--- src/rtl/gmem_line_mover_if.sv ---
// Bundle between the line mover and its environment: miss-handler request,
// cache ticket/port-B signals and the single-ID AXI-style burst channels.
interface gmem_line_mover_if #(
  parameter int unsigned ADDR_W  = 12,
  parameter int unsigned WORD_W  = 128,
  parameter int unsigned GADDR_W = 32
);
  localparam int unsigned BE_W = WORD_W / 8;

  logic               req_valid, req_ready, req_wb;
  logic [ADDR_W-1:0]  req_line;
  logic [GADDR_W-1:0] req_gaddr;
  logic               done, err;

  logic               ticket_rqst_wr, ticket_rqst_rd;
  logic               ticket_ack_wr, ticket_ack_rd;
  logic [ADDR_W-1:0]  wr_addr;
  logic [WORD_W-1:0]  wr_data;
  logic [ADDR_W-1:0]  rd_addr;
  logic               rd_valid;
  logic [WORD_W-1:0]  rd_data;
  logic [BE_W-1:0]    rd_be;

  logic               ar_valid, ar_ready;
  logic [GADDR_W-1:0] ar_addr;
  logic [7:0]         ar_len;
  logic               r_valid, r_ready, r_last;
  logic [WORD_W-1:0]  r_data;
  logic [1:0]         r_resp;
  logic               aw_valid, aw_ready;
  logic [GADDR_W-1:0] aw_addr;
  logic [7:0]         aw_len;
  logic               w_valid, w_ready, w_last;
  logic [WORD_W-1:0]  w_data;
  logic [BE_W-1:0]    w_strb;
  logic               b_valid, b_ready;
  logic [1:0]         b_resp;

  modport master (
    input  req_valid, req_wb, req_line, req_gaddr,
    input  ticket_ack_wr, ticket_ack_rd, rd_valid, rd_data, rd_be,
    input  ar_ready, r_valid, r_data, r_resp, r_last, aw_ready, w_ready, b_valid, b_resp,
    output req_ready, done, err, ticket_rqst_wr, ticket_rqst_rd, wr_addr, wr_data, rd_addr,
    output ar_valid, ar_addr, ar_len, r_ready, aw_valid, aw_addr, aw_len,
    output w_valid, w_data, w_strb, w_last, b_ready
  );

  modport slave (
    output req_valid, req_wb, req_line, req_gaddr,
    output ticket_ack_wr, ticket_ack_rd, rd_valid, rd_data, rd_be,
    output ar_ready, r_valid, r_data, r_resp, r_last, aw_ready, w_ready, b_valid, b_resp,
    input  req_ready, done, err, ticket_rqst_wr, ticket_rqst_rd, wr_addr, wr_data, rd_addr,
    input  ar_valid, ar_addr, ar_len, r_ready, aw_valid, aw_addr, aw_len,
    input  w_valid, w_data, w_strb, w_last, b_ready
  );
endinterface

--- src/rtl/gmem_line_mover.sv ---
// Moves one cache line per request between the cache port B (ticket protocol)
// and global memory (single AXI burst), buffering the whole line internally.
module gmem_line_mover #(
  parameter int unsigned ADDR_W  = 12,
  parameter int unsigned WORD_W  = 128,
  parameter int unsigned BEATS   = 8,
  parameter int unsigned GADDR_W = 32
) (
  input logic                clk,
  input logic                nrst,
  gmem_line_mover_if.master  bus
);
  localparam int unsigned BE_W  = WORD_W / 8;
  localparam int unsigned LW    = $clog2(BEATS);
  localparam int unsigned CNT_W = LW + 1;
  localparam logic [CNT_W-1:0] LAST = CNT_W'(BEATS - 1);
  localparam logic [CNT_W-1:0] FULL = CNT_W'(BEATS);

  typedef enum logic [3:0] {
    S_IDLE, S_FILL_AR, S_FILL_R, S_FILL_TKT, S_FILL_PUSH,
    S_WB_TKT, S_WB_COLLECT, S_WB_AW, S_WB_W, S_WB_B, S_DONE
  } state_e;

  state_e             state_q, state_d;
  logic               live_q;
  logic [CNT_W-1:0]   cnt_q, cnt_d;
  logic               err_q, err_d, done_q, done_d;
  logic [ADDR_W-1:0]  line_q, line_d;
  logic [GADDR_W-1:0] gaddr_q, gaddr_d;
  logic [7:0]         len_q, len_d;
  logic               ar_valid_q, ar_valid_d, aw_valid_q, aw_valid_d;
  logic               w_valid_q, w_valid_d, w_last_q, w_last_d;
  logic [WORD_W-1:0]  w_data_q, w_data_d, wr_data_q, wr_data_d;
  logic [BE_W-1:0]    w_strb_q, w_strb_d;
  logic               rqst_wr_q, rqst_wr_d, rqst_rd_q, rqst_rd_d;
  logic [ADDR_W-1:0]  wr_addr_q, wr_addr_d, rd_addr_q, rd_addr_d;

  logic [WORD_W-1:0]  lbuf_data_q [BEATS];
  logic [BE_W-1:0]    lbuf_be_q   [BEATS];
  logic               buf_we;
  logic [WORD_W-1:0]  buf_wdata;
  logic [BE_W-1:0]    buf_wbe;
  logic [LW-1:0]      idx, nxt;

  assign idx = cnt_q[LW-1:0];
  assign nxt = idx + LW'(1);

  // Next-state and registered-output decode
  always_comb begin
    state_d    = state_q;
    cnt_d      = cnt_q;
    err_d      = err_q;
    done_d     = done_q;
    line_d     = line_q;
    gaddr_d    = gaddr_q;
    len_d      = len_q;
    ar_valid_d = ar_valid_q;
    aw_valid_d = aw_valid_q;
    w_valid_d  = w_valid_q;
    w_last_d   = w_last_q;
    w_data_d   = w_data_q;
    w_strb_d   = w_strb_q;
    wr_data_d  = wr_data_q;
    wr_addr_d  = wr_addr_q;
    rd_addr_d  = rd_addr_q;
    rqst_wr_d  = rqst_wr_q;
    rqst_rd_d  = rqst_rd_q;
    buf_we     = 1'b0;
    buf_wdata  = bus.r_data;
    buf_wbe    = '1;

    unique case (state_q)
      S_IDLE: begin
        if (bus.req_valid && live_q) begin
          line_d  = {bus.req_line[ADDR_W-1:LW], LW'(0)};
          gaddr_d = bus.req_gaddr;
          len_d   = 8'(BEATS - 1);
          err_d   = 1'b0;
          cnt_d   = '0;
          if (bus.req_wb) begin
            state_d   = S_WB_TKT;
            rqst_rd_d = 1'b1;
          end else begin
            state_d    = S_FILL_AR;
            ar_valid_d = 1'b1;
          end
        end
      end
      S_FILL_AR: begin
        if (bus.ar_ready) begin
          ar_valid_d = 1'b0;
          state_d    = S_FILL_R;
        end
      end
      S_FILL_R: begin
        if (bus.r_valid) begin
          buf_we = 1'b1;
          cnt_d  = cnt_q + CNT_W'(1);
          if (bus.r_resp != 2'b00 || bus.r_last != (cnt_q == LAST)) err_d = 1'b1;
          if (cnt_q == LAST) begin
            state_d   = S_FILL_TKT;
            rqst_wr_d = 1'b1;
            cnt_d     = '0;
          end
        end
      end
      S_FILL_TKT: begin
        if (bus.ticket_ack_wr) begin
          rqst_wr_d = 1'b0;
          wr_addr_d = line_q;
          wr_data_d = lbuf_data_q[0];
          cnt_d     = CNT_W'(1);
          state_d   = S_FILL_PUSH;
        end
      end
      S_FILL_PUSH: begin
        if (cnt_q == FULL) begin
          state_d = S_DONE;
          done_d  = 1'b1;
          cnt_d   = '0;
        end else begin
          wr_addr_d = line_q | ADDR_W'(idx);
          wr_data_d = lbuf_data_q[idx];
          cnt_d     = cnt_q + CNT_W'(1);
        end
      end
      S_WB_TKT: begin
        if (bus.ticket_ack_rd) begin
          rqst_rd_d = 1'b0;
          rd_addr_d = line_q;
          cnt_d     = '0;
          state_d   = S_WB_COLLECT;
        end
      end
      S_WB_COLLECT: begin
        if (bus.rd_valid) begin
          buf_we    = 1'b1;
          buf_wdata = bus.rd_data;
          buf_wbe   = bus.rd_be;
          cnt_d     = cnt_q + CNT_W'(1);
          if (cnt_q == LAST) begin
            state_d    = S_WB_AW;
            aw_valid_d = 1'b1;
            cnt_d      = '0;
          end
        end
      end
      S_WB_AW: begin
        if (bus.aw_ready) begin
          aw_valid_d = 1'b0;
          w_valid_d  = 1'b1;
          w_data_d   = lbuf_data_q[0];
          w_strb_d   = lbuf_be_q[0];
          w_last_d   = 1'b0;
          state_d    = S_WB_W;
        end
      end
      S_WB_W: begin
        if (bus.w_ready) begin
          if (cnt_q == LAST) begin
            w_valid_d = 1'b0;
            w_last_d  = 1'b0;
            cnt_d     = '0;
            state_d   = S_WB_B;
          end else begin
            cnt_d    = cnt_q + CNT_W'(1);
            w_data_d = lbuf_data_q[nxt];
            w_strb_d = lbuf_be_q[nxt];
            w_last_d = (cnt_q + CNT_W'(1)) == LAST;
          end
        end
      end
      S_WB_B: begin
        if (bus.b_valid) begin
          if (bus.b_resp != 2'b00) err_d = 1'b1;
          done_d  = 1'b1;
          state_d = S_DONE;
        end
      end
      S_DONE: begin
        done_d  = 1'b0;
        state_d = S_IDLE;
      end
      default: state_d = S_IDLE;
    endcase
  end

  always_ff @(posedge clk) begin
    if (!nrst) begin
      state_q    <= S_IDLE;
      live_q     <= 1'b0;
      cnt_q      <= '0;
      err_q      <= 1'b0;
      done_q     <= 1'b0;
      line_q     <= '0;
      gaddr_q    <= '0;
      len_q      <= '0;
      ar_valid_q <= 1'b0;
      aw_valid_q <= 1'b0;
      w_valid_q  <= 1'b0;
      w_last_q   <= 1'b0;
      w_data_q   <= '0;
      w_strb_q   <= '0;
      wr_data_q  <= '0;
      wr_addr_q  <= '0;
      rd_addr_q  <= '0;
      rqst_wr_q  <= 1'b0;
      rqst_rd_q  <= 1'b0;
    end else begin
      state_q    <= state_d;
      live_q     <= 1'b1;
      cnt_q      <= cnt_d;
      err_q      <= err_d;
      done_q     <= done_d;
      line_q     <= line_d;
      gaddr_q    <= gaddr_d;
      len_q      <= len_d;
      ar_valid_q <= ar_valid_d;
      aw_valid_q <= aw_valid_d;
      w_valid_q  <= w_valid_d;
      w_last_q   <= w_last_d;
      w_data_q   <= w_data_d;
      w_strb_q   <= w_strb_d;
      wr_data_q  <= wr_data_d;
      wr_addr_q  <= wr_addr_d;
      rd_addr_q  <= rd_addr_d;
      rqst_wr_q  <= rqst_wr_d;
      rqst_rd_q  <= rqst_rd_d;
    end
  end

  // Line buffer holds data only; its contents are meaningless until written
  always_ff @(posedge clk) begin
    if (buf_we) begin
      lbuf_data_q[idx] <= buf_wdata;
      lbuf_be_q[idx]   <= buf_wbe;
    end
  end

  // req_ready waits one cycle after reset release so it reads 0 under reset
  assign bus.req_ready      = live_q && (state_q == S_IDLE);
  assign bus.r_ready        = (state_q == S_FILL_R);
  assign bus.b_ready        = (state_q == S_WB_B);
  assign bus.done           = done_q;
  assign bus.err            = err_q;
  assign bus.ticket_rqst_wr = rqst_wr_q;
  assign bus.ticket_rqst_rd = rqst_rd_q;
  assign bus.wr_addr        = wr_addr_q;
  assign bus.wr_data        = wr_data_q;
  assign bus.rd_addr        = rd_addr_q;
  assign bus.ar_valid       = ar_valid_q;
  assign bus.ar_addr        = gaddr_q;
  assign bus.ar_len         = len_q;
  assign bus.aw_valid       = aw_valid_q;
  assign bus.aw_addr        = gaddr_q;
  assign bus.aw_len         = len_q;
  assign bus.w_valid        = w_valid_q;
  assign bus.w_data         = w_data_q;
  assign bus.w_strb         = w_strb_q;
  assign bus.w_last         = w_last_q;
endmodule

--- src/flat_wrapper.sv ---
// flat-port wrapper written by rule: the top's interface ports become plain ports
module gmem_line_mover_flat 
#(
  parameter int unsigned ADDR_W  = 12,
  parameter int unsigned WORD_W  = 128,
  parameter int unsigned BEATS   = 8,
  parameter int unsigned GADDR_W = 32
)
  (clk, nrst, bus_req_valid, bus_req_wb, bus_req_line, bus_req_gaddr, bus_ticket_ack_wr, bus_ticket_ack_rd, bus_rd_valid, bus_rd_data, bus_rd_be, bus_ar_ready, bus_r_valid, bus_r_data, bus_r_resp, bus_r_last, bus_aw_ready, bus_w_ready, bus_b_valid, bus_b_resp, bus_req_ready, bus_done, bus_err, bus_ticket_rqst_wr, bus_ticket_rqst_rd, bus_wr_addr, bus_wr_data, bus_rd_addr, bus_ar_valid, bus_ar_addr, bus_ar_len, bus_r_ready, bus_aw_valid, bus_aw_addr, bus_aw_len, bus_w_valid, bus_w_data, bus_w_strb, bus_w_last, bus_b_ready);
  gmem_line_mover_if #(.ADDR_W(ADDR_W), .WORD_W(WORD_W), .GADDR_W(GADDR_W)) bus_i ();
  input logic clk;
  input logic nrst;
  input wire logic [$bits(bus_i.req_valid)-1:0] bus_req_valid;
  input wire logic [$bits(bus_i.req_wb)-1:0] bus_req_wb;
  input wire logic [$bits(bus_i.req_line)-1:0] bus_req_line;
  input wire logic [$bits(bus_i.req_gaddr)-1:0] bus_req_gaddr;
  input wire logic [$bits(bus_i.ticket_ack_wr)-1:0] bus_ticket_ack_wr;
  input wire logic [$bits(bus_i.ticket_ack_rd)-1:0] bus_ticket_ack_rd;
  input wire logic [$bits(bus_i.rd_valid)-1:0] bus_rd_valid;
  input wire logic [$bits(bus_i.rd_data)-1:0] bus_rd_data;
  input wire logic [$bits(bus_i.rd_be)-1:0] bus_rd_be;
  input wire logic [$bits(bus_i.ar_ready)-1:0] bus_ar_ready;
  input wire logic [$bits(bus_i.r_valid)-1:0] bus_r_valid;
  input wire logic [$bits(bus_i.r_data)-1:0] bus_r_data;
  input wire logic [$bits(bus_i.r_resp)-1:0] bus_r_resp;
  input wire logic [$bits(bus_i.r_last)-1:0] bus_r_last;
  input wire logic [$bits(bus_i.aw_ready)-1:0] bus_aw_ready;
  input wire logic [$bits(bus_i.w_ready)-1:0] bus_w_ready;
  input wire logic [$bits(bus_i.b_valid)-1:0] bus_b_valid;
  input wire logic [$bits(bus_i.b_resp)-1:0] bus_b_resp;
  output wire logic [$bits(bus_i.req_ready)-1:0] bus_req_ready;
  output wire logic [$bits(bus_i.done)-1:0] bus_done;
  output wire logic [$bits(bus_i.err)-1:0] bus_err;
  output wire logic [$bits(bus_i.ticket_rqst_wr)-1:0] bus_ticket_rqst_wr;
  output wire logic [$bits(bus_i.ticket_rqst_rd)-1:0] bus_ticket_rqst_rd;
  output wire logic [$bits(bus_i.wr_addr)-1:0] bus_wr_addr;
  output wire logic [$bits(bus_i.wr_data)-1:0] bus_wr_data;
  output wire logic [$bits(bus_i.rd_addr)-1:0] bus_rd_addr;
  output wire logic [$bits(bus_i.ar_valid)-1:0] bus_ar_valid;
  output wire logic [$bits(bus_i.ar_addr)-1:0] bus_ar_addr;
  output wire logic [$bits(bus_i.ar_len)-1:0] bus_ar_len;
  output wire logic [$bits(bus_i.r_ready)-1:0] bus_r_ready;
  output wire logic [$bits(bus_i.aw_valid)-1:0] bus_aw_valid;
  output wire logic [$bits(bus_i.aw_addr)-1:0] bus_aw_addr;
  output wire logic [$bits(bus_i.aw_len)-1:0] bus_aw_len;
  output wire logic [$bits(bus_i.w_valid)-1:0] bus_w_valid;
  output wire logic [$bits(bus_i.w_data)-1:0] bus_w_data;
  output wire logic [$bits(bus_i.w_strb)-1:0] bus_w_strb;
  output wire logic [$bits(bus_i.w_last)-1:0] bus_w_last;
  output wire logic [$bits(bus_i.b_ready)-1:0] bus_b_ready;
  assign bus_i.req_valid = bus_req_valid;
  assign bus_i.req_wb = bus_req_wb;
  assign bus_i.req_line = bus_req_line;
  assign bus_i.req_gaddr = bus_req_gaddr;
  assign bus_i.ticket_ack_wr = bus_ticket_ack_wr;
  assign bus_i.ticket_ack_rd = bus_ticket_ack_rd;
  assign bus_i.rd_valid = bus_rd_valid;
  assign bus_i.rd_data = bus_rd_data;
  assign bus_i.rd_be = bus_rd_be;
  assign bus_i.ar_ready = bus_ar_ready;
  assign bus_i.r_valid = bus_r_valid;
  assign bus_i.r_data = bus_r_data;
  assign bus_i.r_resp = bus_r_resp;
  assign bus_i.r_last = bus_r_last;
  assign bus_i.aw_ready = bus_aw_ready;
  assign bus_i.w_ready = bus_w_ready;
  assign bus_i.b_valid = bus_b_valid;
  assign bus_i.b_resp = bus_b_resp;
  assign bus_req_ready = bus_i.req_ready;
  assign bus_done = bus_i.done;
  assign bus_err = bus_i.err;
  assign bus_ticket_rqst_wr = bus_i.ticket_rqst_wr;
  assign bus_ticket_rqst_rd = bus_i.ticket_rqst_rd;
  assign bus_wr_addr = bus_i.wr_addr;
  assign bus_wr_data = bus_i.wr_data;
  assign bus_rd_addr = bus_i.rd_addr;
  assign bus_ar_valid = bus_i.ar_valid;
  assign bus_ar_addr = bus_i.ar_addr;
  assign bus_ar_len = bus_i.ar_len;
  assign bus_r_ready = bus_i.r_ready;
  assign bus_aw_valid = bus_i.aw_valid;
  assign bus_aw_addr = bus_i.aw_addr;
  assign bus_aw_len = bus_i.aw_len;
  assign bus_w_valid = bus_i.w_valid;
  assign bus_w_data = bus_i.w_data;
  assign bus_w_strb = bus_i.w_strb;
  assign bus_w_last = bus_i.w_last;
  assign bus_b_ready = bus_i.b_ready;
  gmem_line_mover #(.ADDR_W(ADDR_W), .WORD_W(WORD_W), .BEATS(BEATS), .GADDR_W(GADDR_W)) u_core (.clk(clk), .nrst(nrst), .bus(bus_i));
endmodule
--- config.mk ---
export PLATFORM = sky130hd
export DESIGN_NAME = gmem_line_mover_flat
export DESIGN_NICKNAME = d
export VERILOG_FILES = /design/src/rtl/gmem_line_mover_if.sv /design/src/rtl/gmem_line_mover.sv /design/src/flat_wrapper.sv
export SDC_FILE = /design/constraint.sdc
export NUM_CORES = 2
export LEC_CHECK = 0
export CAP_MARGIN = 10
export CORE_UTILIZATION = 60
export CTS_BUF_LIST = sky130_fd_sc_hd__clkbuf_4
export DETAILED_ROUTE_END_ITERATION = 10
export PLACE_DENSITY = 0.84
export SLEW_MARGIN = 20
export SYNTH_ARGS = -nofsm -noshare
export SYNTH_HDL_FRONTEND = slang
export SYNTH_SLANG_ARGS = --single-unit
--- constraint.sdc ---
create_clock -name clk -period 44.9 [get_ports clk]
set_input_delay 11.225 -clock clk [delete_from_list [all_inputs] [get_ports clk]]
set_output_delay 11.225 -clock clk [all_outputs]
set_load 0.05 [all_outputs]
==> flow_summary_export.csv <==
group,metric,value,unit
pwr,irDropWorstVdd,0.0508,mV
layout,layout_commonest_cell,"edfxtp_1",
critical_path,worstSetupStartpointType,"register",
critical_path,critPathMaxFanout,22,
timing,tns,0,ns
routing,drt-wirelength-per-cell,26.2,um
die,start_util,0.608,
die,die_x,335,um
routing,wl_met1,62200,um
routing,antenna_left,0,
timing,period_share,0.331,
place,hpwl,101000,um
cts,clkSinkCount,1507,
timing,rsz0062_at_grt,"no",
timing,finalSetupViolCount,0,
logic_synthesis,syn-cell-area,66600,um2
routing,via_per_inst,6.44,
grt,grtUsageTotal,0.311,
cts,clk_latency,1.24,ns
pwr,powerDensity,49.8,nW/um2
grt,grt_first_pass_wirelength,260000,um
cts,htree_levels,5,
cts,post_cts_buffers,0,
routing,top_layer,"met4",
routing,dr.pass1.iters,10,
critical_path,cp_data_required_time,33.68,ns
layout,finish.utilization,0.724,
cts,clock_path_buffers,4,
place,dp_cells,6003,
logic_synthesis,ys.warnings.count,0,
layout,nNetsFinal,5241,
layout,layoutNonFillerInstCount,6680,
routing,first_iter_violations,4715,
timing,fin_crit,14.86,ns
routing,num_vias,43000,
cts,root_buffer,"clkbuf_4",
timing,finalMaxSlewViolations,0,
grt,grt_max_degree,187,
cts,cts_tree,"yes",
routing,wl_met2,88500,um
routing,drc,0,
die,placeableCoreArea,109000,um2
timing,clock-skew-final,0.128,ns
critical_path,crit_arrival,3.63,ns
logic_synthesis,ys_seq_elements,1507,
die,rows,121,
grt,grt_pass1_vias,44500,
logic_synthesis,avgSynthCellArea,16.2,um2
routing,wl,175000,um
place,io_buffers,703,
logic_synthesis,post_synth_inst_count,4115,
cts,cts_made_buffers,376,
logic_synthesis,ys_types,63,
grt,antenna_found_initial,3,
pwr,power_leakage,26.4,nW
logic_synthesis,synth_edf_count,1152,
layout,drive_above_1_share,0.267,
flow_run,drv_cap,0,
layout,layout_common_cells,"1152 x edfxtp_1, 703 x clkdlybuf4s50_1, 578 x clkbuf_4",
hold_path,worstHoldPathType,"register to register",
logic_synthesis,synth_seq_area_share,0.627,
place,place_area,74400,um2
grt,globalRoute.totalOverflow,0,
layout,area_growth,19.0,%
die,io_pins,720,
logic_synthesis,yosysTopAreaCell,"edfxtp_1",
die,die_area,112000,um2
cts,cts_hold_buf,0,
timing,max_freq,67.3,MHz
logic_synthesis,ys_async_sr_fraction,0,
timing,hold_violations,0,
critical_path,worstSetupEndpointType,"primary output",
routing,met3_length,18100,um
run_status,status,"finished, final reports clean",
layout,design_area,79200,um2
logic_synthesis,yosys_most_used_dff,"edfxtp_1",
timing,worst_pin_slew,1.15,ns
cts,postCtsResizedCells,0,
timing,max_slew_margin,0.233,
place,routabilityCongestion,0.884,
logic_synthesis,synth_top_cell_area_share,0.520,
logic_synthesis,yosys-top-cells-area,"edfxtp_1 52%, mux4_2 18%, dfxtp_1 11%",
die,die_h,335,um
critical_path,critPathKind,"register to primary output",
layout,fill_cells,6733,
cts,path_clk_slew,0.06,ns
==> registers in the layout (all words and copies together), names as in the netlist, 12 cells and up, named ones only <==
signal              flops
u_core.bus.ar_addr     32
u_core.bus.w_strb      16
u_core.bus.wr_addr     12
u_core.lbuf_be_q      128
u_core.lbuf_data_q   1024
u_core.bus.wr_data    128
u_core.bus.w_data     128
==> report_power, final <==
group          leakage (nW)  total [mW]  switching [mW]  internal [mW]
sequential             13.5        1.64          0.0706           1.57
clock                  2.92        1.15           0.535          0.614
combinational          9.96        1.16           0.670          0.486
==> worst max-delay path, cell delays in order, from the launching register on <==
cell and delay [ns]:
dfxtp_1 0.58, nor4b_1 0.94, clkdlybuf4s50_1 0.96
==> area by class of cell <==
class,instances,area (um2),share of cell area
Clock inverter,96,524,0.00662
Multi-Input combinational cell,2241,23100,0.292
Antenna cell,3,7.51,0.0000947
Tap cell,1476,1850,0.0233
Clock buffer,578,4340,0.0548
Timing Repair Buffer,769,7610,0.0960
Sequential cell,1507,41700,0.526
Inverter,10,42.5,0.000537
==> worst paths after layout <==
path | to | cells after the start | slack [ns] | start
max | bus_r_ready | 2 | 30.04 | u_core.state_q[0]$_SDFFE_PN0P_
min reg2reg | u_core.bus.wr_data[18]$_SDFFE_PN0P_ | 2 | 0.45 | u_core.bus.wr_data[18]$_SDFFE_PN0P_
max reg2reg | u_core.bus.w_data[54]$_SDFFE_PN0P_ | 9 | 39.36 | u_core.cnt_q[0]$_SDFFE_PN0P_
min | u_core.bus.wr_data[18]$_SDFFE_PN0P_ | 2 | 0.45 | u_core.bus.wr_data[18]$_SDFFE_PN0P_
==> cells by family (layout without fill, tap and decap cells) <==
group                      Yosys count  after routing  share of synthesized area
AOI/OAI and AO/OA                  648            648                     0.0582
xor gates and xnor gates             5              5                   0.000771
adders and majority gates            3              3                   0.000564
buffers and inverters              379           1453                     0.0276
DFF                               1507           1507                      0.627
muxes                              949            949                      0.247
other                                1             16                  0.0000563
and+or+nand+nor                    623            623                     0.0389
==> routing by layer <==
metal,global-route usage,vias to the layer above
li1,-,18100
met1,0.388,21600
met2,0.519,2896
met3,0.0685,404
met4,0.148,0
met5,0,-
==> cells in the mapped netlist (all sizes together) (3+ instances only) <==
library cell,instances
edfxtp,1152
mux4,544
nand2,390
dfxtp,355
mux2i,277
o21ai,260
a21oi,220
buf,220
nor2,160
clkbuf,149
a22o,144
mux2,128
or2,17
nand3,14
inv,8
nor3,6
nor3b,6
and2,5
a211oi,4
and3,4
nor4b,4
xnor2,4
a22oi,3
ha,3
o211a,3
==> stage by stage <==
stage	hold slack (ns)	total power, mW	worst slack, ns
after floorplan	0.450	2.51	21.80
after global placement	0.434	2.80	29.58
after detailed placement	0.441	2.82	29.57
after CTS	0.457	3.96	29.95
after global routing	0.474	4.11	29.81
final	0.450	3.95	30.04
Power figures use the tool's default switching activity.
